<file path="config.mk">
export PLATFORM = sky130hd
export DESIGN_NAME = seq_divider_flat
export DESIGN_NICKNAME = d
export VERILOG_FILES = /design/src/rtl/seq_divider_if.sv /design/src/rtl/seq_divider.sv /design/src/flat_wrapper.sv
export SDC_FILE = /design/constraint.sdc
export NUM_CORES = 1
export LEC_CHECK = 0
export ABC_AREA = 1
export BUFFER_PORTS_ARGS = -buffer_cell sky130_fd_sc_hd__buf_2
export CORE_MARGIN = 3
export CORE_UTILIZATION = 35
export CTS_BUF_LIST = sky130_fd_sc_hd__clkbuf_2 sky130_fd_sc_hd__clkbuf_4 sky130_fd_sc_hd__clkbuf_8
export CTS_CLUSTER_DIAMETER = 40
export DETAILED_ROUTE_END_ITERATION = 8
export SYNTH_ARGS = -nofsm -noshare
export SYNTH_HDL_FRONTEND = slang
export SYNTH_SLANG_ARGS = --single-unit
</file>
<file path="constraint.sdc">
create_clock -name clk -period 2 [get_ports clk]
set_input_delay 0.1 -clock clk [delete_from_list [all_inputs] [get_ports clk]]
set_output_delay 0.1 -clock clk [all_outputs]
set_load 0.1 [all_outputs]
</file>
<file path="src/rtl/seq_divider_if.sv">
// -----------------------------------------------------------------------------
// seq_divider_if
// Handshake and operand/result bundle for the sequential divider.
//   start, dividend, divisor       : request side, driven by the master
//   busy, done                     : status, driven by the divider (slave)
//   quotient, remainder, div_by_zero : results, driven by the divider (slave)
// Clock and reset are not part of the bundle; they stay plain module ports.
// -----------------------------------------------------------------------------
interface seq_divider_if #(
  parameter int WIDTH = 4
);
  logic             start;
  logic [WIDTH-1:0] dividend;
  logic [WIDTH-1:0] divisor;
  logic             busy;
  logic             done;
  logic [WIDTH-1:0] quotient;
  logic [WIDTH-1:0] remainder;
  logic             div_by_zero;

  modport master (
    output start, dividend, divisor,
    input  busy, done, quotient, remainder, div_by_zero
  );

  modport slave (
    input  start, dividend, divisor,
    output busy, done, quotient, remainder, div_by_zero
  );
endinterface

</file>
<file path="src/rtl/seq_divider.sv">
// -----------------------------------------------------------------------------
// seq_divider
// Unsigned sequential divider by repeated subtraction. On an accepted start
// (IDLE only) the operands are captured; each clock in SUB subtracts the
// divisor from the running remainder and bumps the quotient until the
// remainder drops below the divisor. A one-cycle done pulse marks valid
// results, which then hold until the next accepted start.
//
// Ports:
//   clk   : rising-edge clock
//   rst_n : asynchronous active-low reset
//   bus   : seq_divider_if.slave (start/dividend/divisor in,
//           busy/done/quotient/remainder/div_by_zero out)
//
// Optional feature (macro SEQ_DIV_FASTPATH_EN): at the accepting edge,
// dividend < divisor or divisor == 1 completes straight to DONE without SUB.
// Results are identical with or without the macro; only latency changes.
// -----------------------------------------------------------------------------
module seq_divider #(
  parameter int WIDTH = 4
) (
  input  logic         clk,
  input  logic         rst_n,
  seq_divider_if.slave bus
);

  typedef enum logic [1:0] {
    S_IDLE = 2'd0,
    S_SUB  = 2'd1,
    S_DONE = 2'd2
  } state_e;

  state_e           state_q, state_d;
  logic [WIDTH-1:0] quot_q,  quot_d;
  logic [WIDTH-1:0] rem_q,   rem_d;
  logic [WIDTH-1:0] dvsr_q,  dvsr_d;
  logic             dbz_q,   dbz_d;
  logic             busy_q,  busy_d;
  logic             done_q,  done_d;

  // Next-state and datapath update for the divider FSM.
  always_comb begin
    state_d = state_q;
    quot_d  = quot_q;
    rem_d   = rem_q;
    dvsr_d  = dvsr_q;
    dbz_d   = dbz_q;
    case (state_q)
      S_IDLE: begin
        if (bus.start) begin
          dvsr_d = bus.divisor;
          rem_d  = bus.dividend;
          quot_d = {WIDTH{1'b0}};
          dbz_d  = 1'b0;
          if (bus.divisor == {WIDTH{1'b0}}) begin
            // Divide by zero: flag it, saturate quotient, pass dividend through.
            dbz_d   = 1'b1;
            quot_d  = {WIDTH{1'b1}};
            state_d = S_DONE;
          end else begin
`ifdef SEQ_DIV_FASTPATH_EN
            if (bus.dividend < bus.divisor) begin
              state_d = S_DONE;
            end else if (bus.divisor == {{(WIDTH-1){1'b0}}, 1'b1}) begin
              quot_d  = bus.dividend;
              rem_d   = {WIDTH{1'b0}};
              state_d = S_DONE;
            end else begin
              state_d = S_SUB;
            end
`else
            state_d = S_SUB;
`endif
          end
        end else begin
          state_d = S_IDLE;
        end
      end
      S_SUB: begin
        // Subtract only while it cannot underflow; quotient never exceeds
        // the dividend so the increment cannot overflow either.
        if (rem_q >= dvsr_q) begin
          rem_d   = rem_q - dvsr_q;
          quot_d  = quot_q + {{(WIDTH-1){1'b0}}, 1'b1};
          state_d = S_SUB;
        end else begin
          state_d = S_DONE;
        end
      end
      S_DONE: begin
        state_d = S_IDLE;
      end
      default: begin
        state_d = S_IDLE;
      end
    endcase
    // Status flags are registered copies of the next state's decode, so they
    // always equal the Moore decode of state_q.
    busy_d = (state_d == S_SUB);
    done_d = (state_d == S_DONE);
  end

  // State and result registers; reset discards any operation in flight.
  always_ff @(posedge clk or negedge rst_n) begin
    if (!rst_n) begin
      state_q <= S_IDLE;
      quot_q  <= {WIDTH{1'b0}};
      rem_q   <= {WIDTH{1'b0}};
      dvsr_q  <= {WIDTH{1'b0}};
      dbz_q   <= 1'b0;
      busy_q  <= 1'b0;
      done_q  <= 1'b0;
    end else begin
      state_q <= state_d;
      quot_q  <= quot_d;
      rem_q   <= rem_d;
      dvsr_q  <= dvsr_d;
      dbz_q   <= dbz_d;
      busy_q  <= busy_d;
      done_q  <= done_d;
    end
  end

  assign bus.busy        = busy_q;
  assign bus.done        = done_q;
  assign bus.quotient    = quot_q;
  assign bus.remainder   = rem_q;
  assign bus.div_by_zero = dbz_q;

endmodule

</file>
<file path="src/flat_wrapper.sv">
// flat-port wrapper written by rule: the top's interface ports become plain ports
module seq_divider_flat 
#(
  parameter int WIDTH = 4
)
  (clk, rst_n, bus_start, bus_dividend, bus_divisor, bus_busy, bus_done, bus_quotient, bus_remainder, bus_div_by_zero);
  seq_divider_if #(.WIDTH(WIDTH)) bus_i ();
  input  logic clk;
  input  logic rst_n;
  input wire logic [$bits(bus_i.start)-1:0] bus_start;
  input wire logic [$bits(bus_i.dividend)-1:0] bus_dividend;
  input wire logic [$bits(bus_i.divisor)-1:0] bus_divisor;
  output wire logic [$bits(bus_i.busy)-1:0] bus_busy;
  output wire logic [$bits(bus_i.done)-1:0] bus_done;
  output wire logic [$bits(bus_i.quotient)-1:0] bus_quotient;
  output wire logic [$bits(bus_i.remainder)-1:0] bus_remainder;
  output wire logic [$bits(bus_i.div_by_zero)-1:0] bus_div_by_zero;
  assign bus_i.start = bus_start;
  assign bus_i.dividend = bus_dividend;
  assign bus_i.divisor = bus_divisor;
  assign bus_busy = bus_i.busy;
  assign bus_done = bus_i.done;
  assign bus_quotient = bus_i.quotient;
  assign bus_remainder = bus_i.remainder;
  assign bus_div_by_zero = bus_i.div_by_zero;
  seq_divider #(.WIDTH(WIDTH)) u_core (.clk(clk), .rst_n(rst_n), .bus(bus_i));
endmodule
</file>
* Yosys cells after proc, flatten, opt, wreduce, memory -nomap -nowiden
Cells that the tools add are included.
** Word-level totals
- Register bits after elaboration :: 17
- Word-level logic and storage cells :: 32
- Output and inout bits :: 11
- Input bits :: 11
** Cells by class
- Add/subtract/negate cells :: 2
- Reduce and logical (&&, ||, !) cells :: 5
- Mux-type cells :: 12
- Eq/ne operators :: 5
- $lt $le $gt $ge :: 1
** Operators with widths (count)
- two-way mux 4 bit :: 5
- one-hot mux 4 bit (2 select lines) :: 2
- two-way mux 2 bit :: 3
- adder 4 x 1 -> 4 bit, second input constant :: 1
- == test 2 x 1 -> 1 bit, second input constant :: 2
- greater-or-equal comparator 4 bit :: 1
- logical NOT 4 bit :: 1
- one-hot mux 2 bit (2 select lines) :: 1
- subtractor 4 bit :: 1
- AND reduction 3 bit :: 1
- == test 2 bit, second input constant :: 1
- logical NOT 2 bit :: 1
- != test 2 x 1 -> 1 bit, second input constant :: 1
- != test 2 bit, second input constant :: 1
- AND reduction 2 bit :: 1
- nonzero test 2 bit :: 1
- two-way mux 1 bit :: 1

* Longest topological paths before layout
- Depth in word-level cells :: 5
- Mapped depth :: 11
- Depth with buffers taken out :: 10

* Least setup slack after synthesis
Ideal clock, no wire load.
- Path type :: register to register
- Start point :: register u_core.rem_q[0] (netlist: u_core.bus.remainder[0])
- End point :: register u_core.rem_q[1] (netlist: u_core.bus.remainder[1])
- Required time :: 1.924 ns
- Library setup time :: 0.076 ns
- Clock period less this slack :: 2.331 ns
- Arrival :: 2.256 ns
- Setup slack :: -0.331 ns
- Cell stages (with the launch flop) :: 12
- Buffers on the path :: 1
- Path through :: dfrtp_1 > inv_1 > ha_1 > fa_1 > nand2_1 > nand2_1 > nand2_2 > nand2_4 > nand2_4 > buf_8 > nand2_1 > o21ai_2
** Between the ends
- Word-level cells in the longest chain between the ends :: 3
- Elaborated cells between the ends (all ways) :: 6
- Those cells by class :: 1 x add/sub; 1 x order compare; 1 x eq/ne; 2 x mux; 1 x reduce/logical
** RTL lines
- start: declaration :: RTL line seq_divider.sv:35 : logic [WIDTH-1:0] rem_q, rem_d;
- start signal: assignment :: RTL line seq_divider.sv:108 : rem_q <= {WIDTH{1'b0}};
- start signal: assignment :: RTL line seq_divider.sv:116 : rem_q <= rem_d;
- subtractor 4 bit / greater-or-equal comparator 4 bit (equally long branches) :: RTL line seq_divider.sv:83, seq_divider.sv:82
- two-way mux 4 bit / != test 2 x 1 -> 1 bit (equally long branches)
- one-hot mux 4 bit (2 select lines) / AND reduction 3 bit (equally long branches)
Several ways; a longest one is shown, not always the timed one. The select of a mux whose other input is x is not followed.
A chain may end at the register's enable or synchronous reset.

* Worst setup path after layout
- Start point :: register u_core.rem_q[0] (netlist: u_core.bus.remainder[0])
- End point :: register u_core.rem_q[0] (netlist: u_core.bus.remainder[0])
The elaborated chain is that of the path after synthesis.

==> impl_metrics.json <==
{
  "status": "finished clean",
  "synth_flop_cell": "dfrtp_1",
  "post-route-min-period_ns": 1.80,
  "grt_max_degree": 18,
  "ant_nets": 0,
  "hpwl_mm": 1.59,
  "cts_setup_buffers": 0,
  "yosysTopAreaCell": "dfrtp_1",
  "start_kind": "flip-flop",
  "rsz0062_at_grt": "false",
  "fp.dieH_um": 58.3,
  "portBuffers": 21,
  "met3_usage": 0.0285,
  "overflow": 0,
  "min_period_over_period": 0.898,
  "synth_cells": 116,
  "syn-cell-area_um2": 958,
  "nets": 159,
  "required_ns": 2.21,
  "gr-usage-met1": 0.172,
  "area_growth_pct": 18.3,
  "pin_count": 22,
  "slew_violations": 0,
  "setup.worst_path.class": "reg -> reg",
  "synthDistinctLibCells": 22,
  "antenna_found_initial": 0,
  "yosys_warnings": 0,
  "fp.coreArea_um2": 2540,
  "ys_seq_elements": 17,
  "groute.usage.overall": 0.132,
  "dp_cells": 166,
  "hold_violations": 0,
  "fin_hold_ws_ns": 0.0547,
  "synth-async-reset-ratio": 1.00,
  "die_w_um": 58.3,
  "vias_per_cell": 4.93,
  "met2_usage": 0.212,
  "rows": 18,
  "grt_pass1_wl_mm": 3.44,
  "nFillCells": 262,
  "crit_fanout": 11,
  "setup_violations": 0,
  "synth_common_cells": "nand2_1 (35), dfrtp_1 (17), inv_1 (14), o21ai_0 (13), nand3_1 (10)",
  "post_synth.cell_area_avg_um2": 8.26,
  "fmax_mhz": 557,
  "stdcell_count": 171,
  "hold_class": "in -> reg",
  "tightest_slew_ns": 0.494,
  "diodes": 0,
  "num_vias": 843,
  "routabilityCongestion": 0.853,
  "synth-edff-count": 0,
  "cts_tree": "done",
  "synth_nets": 133,
  "seq_area_frac_synth": 0.444,
  "start_util": 0.377,
  "cts_resized": 0,
  "preCtsSetupSlack_ns": 0.220,
  "synth_top_area_frac": 0.444,
  "detail_route.first_pass.iterations": 4,
  "die_area_um2": 3400,
  "crit_path_end_kind": "flip-flop",
  "htree_levels": 1,
  "routed_wl_mm": 2.02,
  "busiest_layer": "met2",
  "finalClockSkew_ns": 0.00191,
  "drive_gt1_frac": 0.277,
  "clk_pin_slew_ns": 0.11,
  "synth.most_common_cell": "nand2_1",
  "wl_per_cell_um": 11.8,
  "drt_iter0_markers": 18,
  "insertion_delay_ns": 0.29,
  "drc": 0,
  "max-clock-path-buffers": 2,
  "max_cap_viol_count": 0,
  "tns_ns": 0,
  "cts_inserted_buffers": 3,
  "cts.sinks": 17,
  "arrival_ns": 2.01,
  "synthTopCellsByArea": "dfrtp_1 (44%), nand2_1 (14%), o21ai_0 (6.8%)",
  "grt_pass1_vias": 798,
  "setup_ws_ns": 0.204,
  "root_buffer": "clkbuf_4",
  "maxSlewHeadroom": 0.668
}
## kinds of logic (layout without fill, tap and decap cells)
family / count (synthesis) / count (layout) / synth area share
and+or+nand+nor: 57 / 57 / 0.279
AOI/OAI and AO/OA: 18 / 18 / 0.102
DFF: 17 / 17 / 0.444
buffers and inverters: 17 / 42 / 0.0796
adders and majority gates: 6 / 6 / 0.0862
xor gates and xnor gates: 1 / 1 / 0.00914
## what timing repair did
action,4_1_cts,5_1_grt
endpoints found under the setup margin,0,0
hold buffers,1,0
hold endpoints to repair,17,0
## critical path, cell delays in order (launching register included)
cell	delay, ns
dfrtp_4	0.42
inv_1	0.05
ha_1	0.22
fa_1	0.40
nand2_1	0.08
nand2_1	0.05
nand2_2	0.09
nand2_4	0.09
nand2_4	0.15
nand2_1	0.07
o21ai_1	0.09
## final timing paths
check	start	to	slack (ns)	cells after the start
worst max-delay path	u_core.bus.remainder[0]$_DFFE_PN0P_	u_core.bus.remainder[0]$_DFFE_PN0P_	0.20	10
worst min-delay path	bus_divisor[1]	u_core.dvsr_q[1]$_DFFE_PN0P_	0.05	3
worst max register to register	u_core.bus.remainder[0]$_DFFE_PN0P_	u_core.bus.remainder[0]$_DFFE_PN0P_	0.20	10
worst min register to register	u_core.bus.div_by_zero$_DFFE_PN0P_	u_core.bus.div_by_zero$_DFFE_PN0P_	0.50	2
max in group asynchronous	rst_n	u_core.bus.remainder[0]$_DFFE_PN0P_	1.44	2
min in group asynchronous	rst_n	u_core.dvsr_q[0]$_DFFE_PN0P_	0.25	2
## stage by stage
| step | utilization | area, um^2 |
|---|---|---|
| detailed placement | 0.431 | 1100 |
| global placement | 0.431 | 1100 |
| finish | 0.445 | 1130 |
| global route | 0.445 | 1130 |
| floorplan | - | 966 |
| CTS | 0.445 | 1130 |
## registers in the layout, indices dropped and copies added, names as in the netlist
register                cells
u_core.bus.remainder        4
u_core.bus.busy             1
u_core.bus.done             1
u_core.state_q              2
u_core.dvsr_q               4
u_core.bus.quotient         4
u_core.bus.div_by_zero      1
## per-layer routing
layer,vias up,share of wire
li1,423,-
met1,388,0.46
met2,28,0.47
met3,4,0.052
met4,0,0.016
met5,-,0
## area by class of cell
type                            instances  area, um^2  share of cell area
Timing Repair Buffer                   23         123               0.108
Clock inverter                          1        5.00             0.00442
Inverter                               15        56.3              0.0497
Tap cell                               30        37.5              0.0331
Sequential cell                        17         433               0.382
Multi-Input combinational cell         82         457               0.403
Clock buffer                            3        22.5              0.0199
## layout by cell type (no fill, tap or decap), drive strengths merged
master       netlist  final
nor4               1      1
ha                 5      5
clkbuf             0      3
fa                 1      1
nand2             38     38
dfrtp             17     17
or2                1      1
nand4              2      2
inv               15     15
clkinv             0      1
xnor2              1      1
nand3             11     11
buf                2     22
nor2               4      4
a21oi              2      2
dlygate4sd3        0      1
o21ai             16     16
Power is left out: the tool's default activity adds up to more than one toggle a clock period on the data nets, which glitch-free logic cannot reach.
